## config.mk

```make
export PLATFORM = sky130hd
export DESIGN_NAME = craft_encrypt_iter
export DESIGN_NICKNAME = d
export VERILOG_FILES = /design/src/rtl/craft_pkg.sv /design/src/rtl/craft_final_round.sv /design/src/rtl/craft_key_schedule.sv /design/src/rtl/craft_round.sv /design/src/rtl/craft_encrypt_iter.sv
export SDC_FILE = /design/constraint.sdc
export NUM_CORES = 1
export LEC_CHECK = 0
export ABC_AREA = 1
export BUFFER_PORTS_ARGS = -buffer_cell sky130_fd_sc_hd__buf_4
export CORE_ASPECT_RATIO = 0.9
export CORE_MARGIN = 10
export CORE_UTILIZATION = 40
export CTS_CLUSTER_DIAMETER = 150
export DETAILED_ROUTE_END_ITERATION = 8
export GPL_ROUTABILITY_DRIVEN = 0
export PLACE_DENSITY = 0.7
export SKIP_LAST_GASP = 1
export SYNTH_ARGS = -nofsm -noshare
export SYNTH_HDL_FRONTEND = slang
export SYNTH_SLANG_ARGS = --single-unit
```

## constraint.sdc

```tcl
create_clock -name clk -period 2.2 [get_ports clk]
set_input_delay 0.11 -clock clk [delete_from_list [all_inputs] [get_ports clk]]
set_output_delay 0.11 -clock clk [all_outputs]
set_load 0.02 [all_outputs]
```

## src/rtl/craft_pkg.sv

```systemverilog
// craft_pkg: shared CRAFT-64 constants, permutations, round-constant table and FSM encoding.
package craft_pkg;
    localparam int CRAFT_ROUNDS = 32;
    localparam logic [3:0] RC_SEED_A = 4'h1;
    localparam logic [2:0] RC_SEED_B = 3'h1;
    localparam int NIBBLES = 16;
    localparam int NIB_W = 4;
    localparam logic [7:0] RC_TABLE [CRAFT_ROUNDS] = '{
        8'h11, 8'h84, 8'h42, 8'h25, 8'h96, 8'hc7, 8'h63, 8'hb1,
        8'h54, 8'ha2, 8'hd5, 8'he6, 8'hf7, 8'h73, 8'h31, 8'h14,
        8'h82, 8'h45, 8'h26, 8'h97, 8'hc3, 8'h61, 8'hb4, 8'h52,
        8'ha5, 8'hd6, 8'he7, 8'hf3, 8'h71, 8'h34, 8'h12, 8'h85
    };
    localparam logic [3:0] SBOX [NIBBLES] = '{
        4'hc, 4'ha, 4'hd, 4'h3, 4'he, 4'hb, 4'hf, 4'h7,
        4'h8, 4'h9, 4'h1, 4'h5, 4'h0, 4'h2, 4'h4, 4'h6
    };
    localparam int PERM_N [NIBBLES] = '{15, 12, 13, 14, 10, 9, 8, 11, 6, 5, 4, 7, 1, 2, 3, 0};
    localparam int PERM_Q [NIBBLES] = '{12, 10, 15, 5, 14, 8, 9, 2, 11, 3, 7, 4, 6, 0, 1, 13};
    typedef enum logic [1:0] {ST_IDLE, ST_RUN, ST_FINAL, ST_DONE} state_e;
    // nibble 0 is the most significant nibble of a 64-bit word
    function automatic int nib_lo(input int i);
        return 60 - NIB_W * i;
    endfunction
endpackage

```

## src/rtl/craft_final_round.sv

```systemverilog
// craft_final_round: truncated last round, ATK o ARC o MC without S-box or permutation.
module craft_final_round (
    input  logic [63:0] din,
    input  logic [63:0] tk,
    input  logic [7:0]  rc,
    output logic [63:0] dout
);
    assign dout = {din[63:48] ^ din[31:16] ^ din[15:0], din[47:32] ^ din[15:0], din[31:0]}
                ^ tk ^ {16'h0, rc, 40'h0};
endmodule

```

## src/rtl/craft_key_schedule.sv

```systemverilog
// craft_key_schedule: selects tweakey TK[r mod 4] from K0||K1 and the tweak.
module craft_key_schedule
    import craft_pkg::*;
(
    input  logic [127:0] key,
    input  logic [63:0]  tweak,
    input  logic [7:0]   r,
    output logic [63:0]  tk
);
    logic [63:0] qt;
    logic unused_r;
    assign unused_r = ^r[7:2];
    always_comb begin
        qt = '0;
        for (int i = 0; i < NIBBLES; i++)
            qt[nib_lo(i) +: NIB_W] = tweak[nib_lo(PERM_Q[i]) +: NIB_W];
    end
    assign tk = (r[0] ? key[63:0] : key[127:64]) ^ (r[1] ? qt : tweak);
endmodule

```

## src/rtl/craft_round.sv

```systemverilog
// craft_round: one full CRAFT round (MC, ARC, ATK, PN, SB), combinational.
module craft_round
    import craft_pkg::*;
(
    input  logic [63:0] din,
    input  logic [63:0] tk,
    input  logic [7:0]  rc,
    output logic [63:0] dout
);
    logic [63:0] lin;
    assign lin = {din[63:48] ^ din[31:16] ^ din[15:0], din[47:32] ^ din[15:0], din[31:0]}
               ^ tk ^ {16'h0, rc, 40'h0};
    // the S-box is nibble-wise, so substitution is folded into the PN scatter
    always_comb begin
        dout = '0;
        for (int i = 0; i < NIBBLES; i++)
            dout[nib_lo(PERM_N[i]) +: NIB_W] = SBOX[lin[nib_lo(i) +: NIB_W]];
    end
endmodule

```

## src/rtl/craft_encrypt_iter.sv

```systemverilog
// craft_encrypt_iter: iterative CRAFT-64 encryption, one round per clock, start/done handshake.
module craft_encrypt_iter
    import craft_pkg::*;
#(
    parameter int NUM_ROUNDS = CRAFT_ROUNDS
) (
    input  logic         clk,
    input  logic         rst,
    input  logic         start,
    input  logic [63:0]  pt,
    input  logic [127:0] key,
    input  logic [63:0]  tweak,
    output logic         ready,
    output logic         busy,
    output logic         done,
    output logic [63:0]  ct
);
    state_e       st_q;
    logic [63:0]  state_q, tweak_q, ct_q;
    logic [127:0] key_q;
    logic [4:0]   round_q;
    logic [3:0]   a_q, a_d;
    logic [2:0]   b_q, b_d;
    logic         ready_q, done_q;
    logic [7:0]   rc;
    logic [63:0]  tk, rnd_out, fin_out;

    assign rc  = {a_q, 1'b0, b_q};
    assign a_d = {a_q[1] ^ a_q[0], a_q[3:1]};
    assign b_d = {b_q[1] ^ b_q[0], b_q[2:1]};

    craft_key_schedule u_ks (.key(key_q), .tweak(tweak_q), .r({3'b0, round_q}), .tk(tk));
    craft_round        u_rnd (.din(state_q), .tk(tk), .rc(rc), .dout(rnd_out));
    craft_final_round  u_fin (.din(state_q), .tk(tk), .rc(rc), .dout(fin_out));

    always_ff @(posedge clk) begin
        if (rst) begin
            st_q    <= ST_IDLE;
            ready_q <= 1'b1;
            done_q  <= 1'b0;
            ct_q    <= '0;
            round_q <= '0;
            a_q     <= RC_SEED_A;
            b_q     <= RC_SEED_B;
            state_q <= '0;
            key_q   <= '0;
            tweak_q <= '0;
        end else begin
            done_q <= 1'b0;
            case (st_q)
                ST_IDLE: if (start) begin
                    state_q <= pt;
                    key_q   <= key;
                    tweak_q <= tweak;
                    round_q <= '0;
                    a_q     <= RC_SEED_A;
                    b_q     <= RC_SEED_B;
                    ready_q <= 1'b0;
                    st_q    <= ST_RUN;
                end
                ST_RUN: begin
                    state_q <= rnd_out;
                    round_q <= round_q + 5'd1;
                    a_q     <= a_d;
                    b_q     <= b_d;
                    if (round_q == 5'(NUM_ROUNDS - 2))
                        st_q <= ST_FINAL;
                end
                ST_FINAL: begin
                    state_q <= fin_out;
                    ct_q    <= fin_out;
                    done_q  <= 1'b1;
                    st_q    <= ST_DONE;
                end
                ST_DONE: begin
                    ready_q <= 1'b1;
                    st_q    <= ST_IDLE;
                end
            endcase
        end
    end

    assign ready = ready_q;
    assign busy  = ~ready_q;
    assign done  = done_q;
    assign ct    = ct_q;
endmodule

```

* Yosys cells after proc, flatten, opt, wreduce, memory -nomap -nowiden
Memory sizes are Yosys's and may differ from the RTL's.
Cells that the tools add are included.
** Word-level totals
- Register bits :: 336
- Memory bits (read-only) :: 1024
- Input bits :: 259
- Output and inout bits :: 67
- Logic and storage cells :: 131
- Memories :: 16
** Memories
- (no name shown) :: words 16, bits a word 4, read ports 1, clocked after Yosys merged registers in 0, write ports 0, RTL line craft_round.sv:17 : dout[nib_lo(PERM_N[i]) +: NIB_W] = SBOX[lin[nib_lo(i) +: NIB_W]];
- (no name shown) :: words 16, bits a word 4, read ports 1, clocked after Yosys merged registers in 0, write ports 0, RTL line craft_round.sv:17
- (no name shown) :: words 16, bits a word 4, read ports 1, clocked after Yosys merged registers in 0, write ports 0, RTL line craft_round.sv:17
- (no name shown) :: words 16, bits a word 4, read ports 1, clocked after Yosys merged registers in 0, write ports 0, RTL line craft_round.sv:17
- (no name shown) :: words 16, bits a word 4, read ports 1, clocked after Yosys merged registers in 0, write ports 0, RTL line craft_round.sv:17
- (no name shown) :: words 16, bits a word 4, read ports 1, clocked after Yosys merged registers in 0, write ports 0, RTL line craft_round.sv:17
- +10 memories
** Operators by class
- Add/subtract/negate cells :: 1
- $lt $le $gt $ge :: 16
- Equal/unequal tests :: 6
- Mux-type cells :: 48
- Bitwise operators :: 25
- Reductions and logical operators :: 9
** Operator list (number)
- $mux W64 :: 3
- $pmux W64 S3 :: 1
- $mux W4 :: 33
- $xor A64 B64 Y64 :: 2
- $ge A5 B5 Y1 const B :: 16
- $not A4 Y5 :: 16
- $xor A64 B48 Y64 :: 1
- $xor A16 B16 Y16 :: 3
- $pmux W5 S2 :: 1
- $reduce_and A2 Y1 :: 5
- $pmux W2 S4 :: 1
- $pmux W4 S2 :: 1
- $pmux W3 S2 :: 1
- $add A5 B1 Y5 const B :: 1
- $eq A5 B5 Y1 const B :: 1
- $mux W5 :: 1
- $eq A2 B2 Y1 const B :: 2
- $mux W2 :: 2
- $ne A2 B2 Y1 const B :: 2
- $reduce_bool A2 Y1 :: 2
- $mux W3 :: 1
- $reduce_bool A3 Y1 :: 1
- $eq A2 B1 Y1 const B :: 1
- $logic_not A2 Y1 :: 1
- other kinds (4) :: 6

* Logic depth before layout (Yosys ltp)
Gate-level depths: netlist of run 1.
- Depth in word-level cells :: 9
- Depth in mapped cells :: 18
- Mapped depth without buffers :: 16

* Modules after synthesis
A second synthesis of run 1 with hierarchy kept.
** Second synthesis, totals
- Cell total of the unflattened synthesis :: 3821
- Area total of the unflattened synthesis :: 22222.6 um^2
** By module, submodules not included
- craft_encrypt_iter :: instances 1, cells an instance 1640, area an instance 12647.1 um^2
- craft_key_schedule :: instances 1, cells an instance 1210, area an instance 4819.6 um^2
- craft_round :: instances 1, cells an instance 506, area an instance 2635.0 um^2
- craft_final_round :: instances 1, cells an instance 465, area an instance 2120.8 um^2

* Worst setup path after synthesis of run 1
No wires, ideal clock.
- Path kind :: register to register
- Start :: register st_q[0]
- End :: register state_q[12]
- Arrival :: 1.798 ns
- Required time :: 2.068 ns
- Path slack :: 0.270 ns
- Stages on the path, launching flop included :: 11
- Clock period less this slack :: 1.930 ns
- Path through :: dfxtp_1 -> inv_1 -> ha_1 -> nand2_1 -> inv_2 -> a21oi_1 -> clkbuf_1 -> clkbuf_1 -> nor2_1 -> nand2_1 -> a21oi_2
** Between the ends
- Cells in the longest elaborated chain, start to end :: 3
** Ends and longest elaborated chain
- start: declaration :: RTL line craft_encrypt_iter.sv:18 : state_e st_q;
- start signal: assignment :: RTL line craft_encrypt_iter.sv:38 : st_q <= ST_IDLE;
- start signal: assignment :: RTL line craft_encrypt_iter.sv:59 : st_q <= ST_RUN;
- start signal: assignment :: RTL line craft_encrypt_iter.sv:67 : st_q <= ST_FINAL;
- $eq A2 B1 Y1, or another cell as far along :: RTL line craft_encrypt_iter.sv:50 : case (st_q)
- $reduce_bool A3 Y1 (no line) or $ne A2 B2 Y1 (tied branches)
- $reduce_and A2 Y1 (no line)
- end signal: assignment :: RTL line craft_encrypt_iter.sv:52 : state_q <= pt;
- end signal: assignment :: RTL line craft_encrypt_iter.sv:62 : state_q <= rnd_out;
- end signal: assignment :: RTL line craft_encrypt_iter.sv:70 : state_q <= fin_out;
- end: declaration :: RTL line craft_encrypt_iter.sv:19 : logic [63:0] state_q, tweak_q, ct_q;
Several ways; a longest one is shown, not always the timed one.
A chain may end at the register's enable or synchronous reset.

* Worst setup path in the final report of run 1
- Start :: register round_q[0]
- End :: register state_q[42]
** Between the ends
- Cells in the longest elaborated chain, start to end :: 9
** Ends and longest elaborated chain
- start: declaration :: RTL line craft_encrypt_iter.sv:21 : logic [4:0] round_q;
- start signal: assignment :: RTL line craft_encrypt_iter.sv:63 : round_q <= round_q + 5'd1;
- $mux W64 (*) :: RTL line craft_key_schedule.sv:18 : assign tk = (r[0] ? key[63:0] : key[127:64]) ^ (r[1] ? qt : tweak);
- $xor A64 B64 Y64 (*) :: RTL line craft_key_schedule.sv:18
- $xor A64 B64 Y64 (*) :: RTL line craft_final_round.sv:9, craft_round.sv:12
- $xor A64 B48 Y64 (*) :: RTL line craft_final_round.sv:9, craft_round.sv:12
- $not A4 Y5 (not written as such) :: RTL line craft_round.sv:17
- $mem_v2 Z16 W4
- $mux W4 (not written as such) (2 in a row) :: RTL line craft_round.sv:17
- $pmux W64 S3 (*) :: RTL line craft_encrypt_iter.sv:50
Every way passes the cells marked *; elsewhere a longest branch is shown, timed or not. The select of a mux whose other input is x is not followed.

==> impl_metrics.yaml, run 1 <==
worst_setup_path:
  reg2reg_depth: 13
  cp_data_required_time_ns: 2.60
  critPathMaxFanout: 27
  endpoint_kind: "flip-flop"
  max_stage_delay_ns: 0.41
  arrival_ns: 2.47
  cp-start-kind: "flip-flop"
  crit_slowest_cell: "dfxtp_4"
  crit_path_frequent_cell: "nand2_1"
  reg2reg_slack_ns: 0.14
  crit_type: "flip-flop to flip-flop"
  r2r_end: "state_q[42]"
  crit_chain: "buf_4 -> inv_8 -> nand2_1 -> nand2_1 -> nand2_1 -> nand2_1 -> xnor2_1 -> buf_4 -> nor2_1 -> nor2_1 -> nand2_1 -> nand2_1 -> a21oi_1"
  r2r-start: "round_q[0]"
routing:
  ant_nets: 0
  routed_via_density: 5.04
  vias: 20566
  drt-initial-drc-count: 1917
  dr.pass1.iters: 7
  drcViolationCount: 0
  drt-total-wl_um: 74600
  wl_per_cell_um: 18.3
grt:
  antenna_found_initial: 1
  grt_max_degree: 151
  grt-ovfl-total: 0
  grt_pass1_wl_um: 109000
  grt_pass1_vias: 19100
  track_usage_pct: 25.8
synthesis:
  syn_nets: 3211
  synth-seq-cells: 336
  synth_cells: 2946
  ys_types: 38
  seq_area_frac_synth_pct: 37.1
  synth_area_um2: 18200
  syn_area_per_cell_um2: 6.16
  yosysWarnings: 0
power:
  p_leak_nw: 11.7
  power_density_nw_per_um2: 1530
  ir_worst_vdd_mv: 0.790
clock_network:
  clk_pin_slew_worst_paths_ns: 0.06
  cts.htree.levels: 2
  insertion_delay_ns: 0.55
  cts_sinks: 336
  cts_buffers: 39
  root_buffer: "clkbuf_16"
  tritoncts: "yes"
  clk_path_buf_depth: 3
status:
  status: "completed"
min_path:
  hp-start: "pt[51]"
  hold_end: "state_q[51]"
  min_path_cells: 5
  hold_path_class: "input port to flip-flop"
sta:
  finalWorstSetupSlack_ns: 0.137
  period_minus_slack_ns: 2.06
  setup_viol: 0
  max_freq_mhz: 485
  final_hold_viol_count: 0
  timing.final.crit_share_pct: 93.8
  worst_pin_slew_ns: 0.706
  rsz0062_at_grt: "yes"
  maxSlewViolCount: 0
  fin_skew_ns: 0.0139
  relSlewSlack_pct: 52.9
  hold_ws_ns: 0.00322
floorplanning:
  io_pins: 326
  core_area_um2: 44500
  row_count: 73
  dieWidth_um: 245
  start_util_pct: 40.8
  die_area_um2: 54300
  die_h_um: 222
placement:
  dp_slack_ns: 0.0393
  portBuffers: 325
  dp_hpwl_um: 54100
final_layout:
  final_cell_mix: "nand2_1 (1045), nor2_1 (421), buf_4 (374)"
  final_layout_size_suffix_gt1_share_pct: 14.6
  fillers: 4266
  final_common_cell: "nand2_1"
  syn_to_final_growth_pct: 38.1
  fin_nets: 3719
run:
  cap_viol_max_count: 0
synthesized netlist by cell type:
cell type     n  share of area, %
buf_8         1             0.083
o211ai_1      3              0.12
ha_1          6              0.41
inv_4         1             0.034
nand2_2       9              0.31
clkbuf_1    116               2.4
inv_1       199               4.1
xor2_2        5              0.45
or2_2         4              0.14
nor2_1      425               8.8
xor2_1       40               1.9
xnor2_2       1             0.090
a31oi_1       1             0.034
xnor2_1      44               2.1
a21oi_2       6              0.29
inv_6         1             0.048
nor3_1        3             0.083
clkinv_1      1             0.021
o21ai_1      11              0.30
buf_2        16              0.44
buf_6        10              0.62
o21a_1        1             0.041
o21ai_0     252               6.9
o22ai_1       3              0.10
a21o_1        8              0.33
and3_1        1             0.034
nand3_1     133               3.7
nand3b_1      2             0.083
buf_12        1              0.11
nor3b_1       1             0.041
nand4_1      10              0.34
buf_1        17              0.35
nand2_1    1049                22
a21oi_1     217               6.0
dfxtp_1     336                37
or2_1         2             0.069
inv_2         5              0.10
buf_4         5              0.21
final cells by class:
| cell class | count | area (um^2) | area share, % |
|---|---|---|---|
| multi-input combinational | 2237 | 9940 | 39.7 |
| clock buffer | 56 | 1120 | 4.47 |
| inverter | 207 | 797 | 3.18 |
| timing repair inverter | 2 | 20.0 | 0.0799 |
| sequential | 336 | 6730 | 26.9 |
| clock inverter | 14 | 113 | 0.449 |
| antenna | 1 | 2.50 | 0.00998 |
| tap | 600 | 751 | 2.99 |
| timing repair buffer | 631 | 5590 | 22.3 |
flip-flops by register name, summed over array words and instances (netlist names):
name and cells:
round_q 5, b_q 3, done 1, st_q 2, a_q 4, tweak_q 64, state_q 64, ct 64
ready 1, key_q 128
per-layer routing:
layer,track usage [%],vias up,part of all wire (%)
met5,0,-,0
met4,9.56,0,4.0
met3,5.76,166,8.8
met2,44.9,800,48
met1,30.4,9339,39
li1,-,10261,-
worst max-delay path: cells and delay by family, from the launching register on:
kind / cells / cell delay, ns
XOR/XNOR: 1 / 0.15
flip-flops: 1 / 0.41
AND/OR/NAND/NOR: 8 / 0.81
buffers and inverters: 3 / 0.48
AO/OA/AOI/OAI: 1 / 0.05
kinds of logic (layout without fill, tap and decap cells):
logic type                 after synthesis  in the layout  synth area share [%]
buffers and inverters                  373            910                  8.53
DFF                                    336            336                  37.1
AOI/OAI and AO/OA                      502            502                  14.2
xor gates and xnor gates                90             90                  4.59
adders and majority gates                6              6                 0.414
and+or+nand+nor                       1639           1639                  35.2
other                                    0              1                     0
power breakdown:
part | total (mW) | internal [mW] | leakage (nW) | switching, mW
sequential | 9.98 | 8.05 | 2.77 | 1.93
clock | 6.39 | 3.67 | 0.612 | 2.72
combinational | 22.1 | 7.94 | 8.31 | 14.1
total | 38.5 | 19.7 | 11.7 | 18.8
how the worst max path moves through the flow:
stage	start	end	slack, ns
final	round_q[0]	state_q[42]	0.14
after detailed placement	round_q[0]	state_q[7]	0.04
after global routing	round_q[1]	state_q[7]	-0.03
after global placement	round_q[0]	state_q[7]	0.06
after floorplan	st_q[0]	state_q[12]	0.27
after CTS	round_q[0]	state_q[7]	0.02
metrics by stage:
step	power (mW)	TNS, ns	area (um^2)	instances	utilization [%]
detailed placement	31.1	0	21400	3772	48.0
finish	38.5	0	25100	4084	56.4
global route	41.4	-0.116	25100	4084	56.4
global placement	30.9	0	21400	3772	48.0
floorplan	24.1	0	18200	2946	-
CTS	37.9	0	25000	4078	56.1
timing repair:
action                                  CTS  global route
endpoints found under the hold margin   236             0
endpoints found under the setup margin    0            45
buffers inserted                          0             2
gates resized for setup                   0            16
hold buffers                            236             0
No activity file was read; power rests on OpenSTA's default activity.
==> run 2, diff against run 1 <==
--- a/config.mk
+++ b/config.mk
@@ -14,6 +14,7 @@
 export DETAILED_ROUTE_END_ITERATION = 8
 export GPL_ROUTABILITY_DRIVEN = 0
 export PLACE_DENSITY = 0.7
+export SETUP_SLACK_MARGIN = 0.15
 export SKIP_LAST_GASP = 1
 export SYNTH_ARGS = -nofsm -noshare
 export SYNTH_HDL_FRONTEND = slang
==> run 2 against run 1 <==
Compared with the run above: flip-flop and latch count unchanged; fmax down 0.82%; worst setup slack got worse by 0.017 ns; critical path type unchanged; clock power is essentially flat; cell area rose by 1.5%; routed wire length grew 1.5%; hold slack got worse by 0.0031 ns; global-route usage did not move.
==> impl_metrics.yaml, run 2 (synthesized netlist as in run 1, its figures left out) <==
worst_setup_path:
  crit_path_frequent_cell: "nand2_1"
  r2r-start: "state_q[31]"
  cp-start-kind: "flip-flop"
  reg2reg_slack_ns: 0.12
  crit_type: "flip-flop to flip-flop"
  crit_chain: "inv_1 -> nand2_1 -> nand2_1 -> nand2_1 -> nand2_1 -> xnor2_2 -> nand2_1 -> nand2_1 -> nand2_1 -> nand2_1 -> nand2_1 -> nand2_1 -> nand2_1 -> a21oi_1"
  critPathBufInv: 1
  cp_data_required_time_ns: 2.67
  endpoint_kind: "flip-flop"
  arrival_ns: 2.55
  reg2reg_depth: 14
  max_stage_delay_ns: 0.52
  critPathMaxFanout: 5
  r2r_end: "state_q[2]"
  crit_slowest_cell: "dfxtp_1"
  cp_top_family: "simple AND/OR/NAND/NOR gates"
grt:
  grt_pass1_vias: 19100
  track_usage_pct: 25.8
  grt-ovfl-total: 0
  grt_pass1_wl_um: 109000
  antenna_found_initial: 1
  grt_max_degree: 151
clock_network:
  cts_sinks: 336
  tritoncts: "yes"
  cts.htree.levels: 2
  clk_pin_slew_worst_paths_ns: 0.06
  cts_buffers: 39
  root_buffer: "clkbuf_16"
  insertion_delay_ns: 0.55
  clk_path_buf_depth: 3
routing:
  vias: 20782
  drt-initial-drc-count: 2014
  dr.pass1.iters: 6
  ant_nets: 0
  drt-total-wl_um: 75800
  routed_via_density: 5.08
  wl_per_cell_um: 18.5
  drcViolationCount: 0
sta:
  hold_ws_ns: 0.000102
  setup_tns_ns: 0
  fin_skew_ns: 0.0129
  max_freq_mhz: 481
  setup_viol: 0
  timing.final.crit_share_pct: 94.6
  relSlewSlack_pct: 54.5
  maxSlewViolCount: 0
  rsz0062_at_grt: "yes"
  final_hold_viol_count: 0
  worst_pin_slew_ns: 0.682
  period_minus_slack_ns: 2.08
final_layout:
  final_layout_size_suffix_gt1_share_pct: 16.2
  final_cells: 4092
  largest-register: "key_q"
  finalInstanceArea_um2: 25400
  final_core_util_pct: 57.2
  syn_to_final_growth_pct: 40.2
  final_cell_mix: "nand2_1 (1027), nor2_1 (417), buf_4 (376)"
  final_common_cell: "nand2_1"
  fin_nets: 3727
  fillers: 4205
  largest_reg_flops: 128
power:
  power_density_nw_per_um2: 1550
  p_leak_nw: 11.8
  ir_worst_vdd_mv: 0.765
floorplanning:
  row_count: 73
  start_util_pct: 40.8
  io_pins: 326
  die_h_um: 222
  core_area_um2: 44500
  dieWidth_um: 245
  die_area_um2: 54300
placement:
  placed_area_um2: 21400
  dp.cells: 3772
  portBuffers: 325
  dp_hpwl_um: 54100
min_path:
  hold_path_class: "input port to flip-flop"
  hp-start: "pt[48]"
  min_path_cells: 5
  hold_end: "state_q[48]"
status:
  status: "completed"
run:
  cap_viol_max_count: 0
## run 2: cell types whose count changed in the layout (fill, tap and decap cells not counted), sizes merged
cell	change
clkinv	+1
clkbuf	+3
inv	+1
buf	+3
## run 2: timing repair
item / in CTS / in global routing
endpoints found under the hold margin: 236 / 0
gates cloned: 0 / 8
setup buffers: 0 / 5
hold buffers: 236 / 0
gates resized for setup: 2 / 83
pin swaps: 0 / 7
endpoints found under the setup margin: 29 / 75
## run 2: worst min-delay path, cell delays in order
cell,delay [ns]
buf_4,0.12
nor2_1,0.08
nor2_1,0.05
nand2_1,0.08
a21oi_1,0.06
## run 2: final cells by class
class | count | area (um^2) | area share, %
Multi-Input combinational cell | 2237 | 10200 | 40.0
Sequential cell | 336 | 6740 | 26.5
Timing Repair Buffer | 637 | 5700 | 22.4
Clock buffer | 56 | 1120 | 4.40
Inverter | 207 | 797 | 3.13
Tap cell | 600 | 751 | 2.95
Clock inverter | 14 | 113 | 0.443
Timing Repair inverter | 4 | 45.0 | 0.177
Antenna cell | 1 | 2.50 | 0.00984
## run 2: metrics by stage
step	worst slack [ns]	total power [mW]
after global routing	0.0195	42.4
final	0.120	39.5
after floorplan	0.270	24.1
after CTS	0.106	37.9
after detailed placement	0.0393	31.1
after global placement	0.0568	30.9
## run 2: how the worst max path moves through the flow
stage          cells after the start         from           to  slack (ns)
2_1_floorplan                     10      st_q[0]  state_q[12]        0.27
3_3_place_gp                      14   round_q[0]   state_q[7]        0.06
3_5_place_dp                      14   round_q[0]   state_q[7]        0.04
4_1_cts                           14   round_q[0]   state_q[7]        0.11
5_1_grt                           14   round_q[0]  state_q[11]        0.02
6_report                          14  state_q[31]   state_q[2]        0.12
## run 2: where the power goes
part / switching (mW) / internal [mW] / leakage [nW] / total (mW)
logic: 14.6 / 8.43 / 8.42 / 23.1
clock network: 2.72 / 3.67 / 0.612 / 6.39
registers: 1.97 / 8.05 / 2.77 / 10.0
total: 19.3 / 20.2 / 11.8 / 39.5
## run 2: layer usage
metal / vias up / track usage, % / wire length (um)
met1: 9462 / 30.4 / 29300
li1: 10263 / - / -
met4: 0 / 9.56 / 2800
met3: 164 / 5.76 / 7130
met5: - / 0 / 0
met2: 893 / 44.9 / 36600
==> run 3, diff against run 2 <==
==> constraint.sdc (replaced) <==
create_clock -name clk -period 2.6 [get_ports clk]
set_input_delay 0.13 -clock clk [delete_from_list [all_inputs] [get_ports clk]]
set_output_delay 0.13 -clock clk [all_outputs]
set_load 0.02 [all_outputs]
==> run 3 against run 2 <==
Compared with the run above: power fell by 19%; critical path depth did not move; die area did not move; via count fell by 2.0%; combinational power fell by 23%; sequential power fell by 14%; clock power fell by 13%; sequential share of layout area rose by 0.97 points; worst setup slack improved by 0.29 ns.
==> impl_metrics.yaml, run 3 (synthesized netlist as in run 1, its figures left out) <==
sta:
  setup_tns_ns: 0
  hold_ws_ns: 0.00453
  fin_skew_ns: 0.0240
  finalWorstSetupSlack_ns: 0.407
  final_hold_viol_count: 0
  worst_pin_slew_ns: 0.715
  timing.final.crit_share_pct: 84.4
  maxSlewViolCount: 0
  relSlewSlack_pct: 52.3
  rsz0062_at_grt: "no"
  period_minus_slack_ns: 2.19
  max_freq_mhz: 456
  setup_viol: 0
final_layout:
  final_cells: 4034
  finalInstanceArea_um2: 24500
  final_layout_size_suffix_gt1_share_pct: 13.7
  final_common_cell: "nand2_1"
  syn_to_final_growth_pct: 35.1
  final_core_util_pct: 55.1
  final_cell_mix: "nand2_1 (1048), nor2_1 (425), buf_4 (358)"
  largest_reg_flops: 128
  fillers: 4338
  fin_nets: 3671
  largest-register: "key_q"
  antennaDiodeCount: 0
worst_setup_path:
  crit_type: "flip-flop to flip-flop"
  reg2reg_depth: 14
  endpoint_kind: "flip-flop"
  cp_data_required_time_ns: 3.07
  critPathMaxFanout: 46
  cp-start-kind: "flip-flop"
  arrival_ns: 2.66
status:
  status: "completed"
clock_network:
  root_buffer: "clkbuf_16"
  insertion_delay_ns: 0.56
  cts_buffers: 39
  clk_path_buf_depth: 3
  post_cts.repair.setup_buffers: 0
  cts.htree.levels: 2
  clk_pin_slew_worst_paths_ns: 0.06
  cts_sinks: 336
  tritoncts: "yes"
floorplanning:
  die_area_um2: 54300
  dieWidth_um: 245
  die_h_um: 222
  core_area_um2: 44500
  io_pins: 326
  start_util_pct: 40.8
  row_count: 73
routing:
  drt-total-wl_um: 74100
  dr.pass1.iters: 8
  drt-initial-drc-count: 1963
  vias: 20358
  routed_via_density: 5.05
  ant_nets: 0
  wl_per_cell_um: 18.4
  drcViolationCount: 0
placement:
  dp.cells: 3750
  dp_hpwl_um: 54400
  dp_slack_ns: 0.451
  portBuffers: 325
  placed_area_um2: 21100
grt:
  grt_pass1_wl_um: 112000
  track_usage_pct: 26.2
  grt_pass1_vias: 19436
  antenna_found_initial: 0
  grt_max_degree: 136
  grt-ovfl-total: 0
run:
  cap_viol_max_count: 0
min_path:
  min_path_cells: 5
  hold_path_class: "input port to flip-flop"
power:
  power_density_nw_per_um2: 1300
  ir_worst_vdd_mv: 0.766
  finalPower_mw: 31.9
  p_leak_nw: 11.4
[run 3: path summary, 6_finish.rpt]
path,from,to,slack (ns)
max reg2reg,round_q[0],state_q[1],0.41
min reg2reg,key_q[62],key_q[62],0.45
max,round_q[0],state_q[1],0.41
min,pt[15],state_q[15],0.005
[run 3: layout make-up]
type                    instances  area (um^2)  share of cell area [%]
inverters                     207          792                    3.23
multi-input cells            2237         9910                    40.4
repair buffers                585         5070                    20.7
flip-flops and latches        336         6730                    27.4
clock inverters                12          138                   0.561
clock buffers                  57         1130                    4.63
well taps                     600          751                    3.06
[run 3: worst max-delay path: stages (launching register included)]
cell     delay [ns]
dfxtp_2        0.35
inv_6          0.31
buf_4          0.24
nand2_1        0.06
nand2_1        0.10
inv_1          0.05
nand2_1        0.05
nand2_1        0.09
xnor2_1        0.31
nand2_1        0.11
nand2_1        0.08
nand3_1        0.07
nand3_1        0.09
nand2_1        0.06
a21oi_1        0.11
[run 3: repair_timing]
item | 4_1_cts | 5_1_grt
setup endpoints to repair | 0 | 3
hold endpoints to repair | 215 | 0
resized for setup | 0 | 2
hold buffers | 215 | 0
[run 3: layer usage]
metal | wire length [um] | vias up | part of all wire [%] | global-route usage (%)
met3 | 6760 | 135 | 9.1 | 5.71
met5 | 0 | - | 0 | 0
met2 | 35700 | 851 | 48 | 45.0
met1 | 29000 | 9205 | 39 | 31.3
li1 | - | 10167 | - | -
met4 | 2730 | 0 | 3.7 | 9.83
[run 3: power breakdown]
group / internal, mW / switching [mW] / leakage [nW]
Clock: 3.24 / 2.30 / 0.619
Sequential: 6.81 / 1.79 / 2.77
Combinational: 6.16 / 11.6 / 8.04
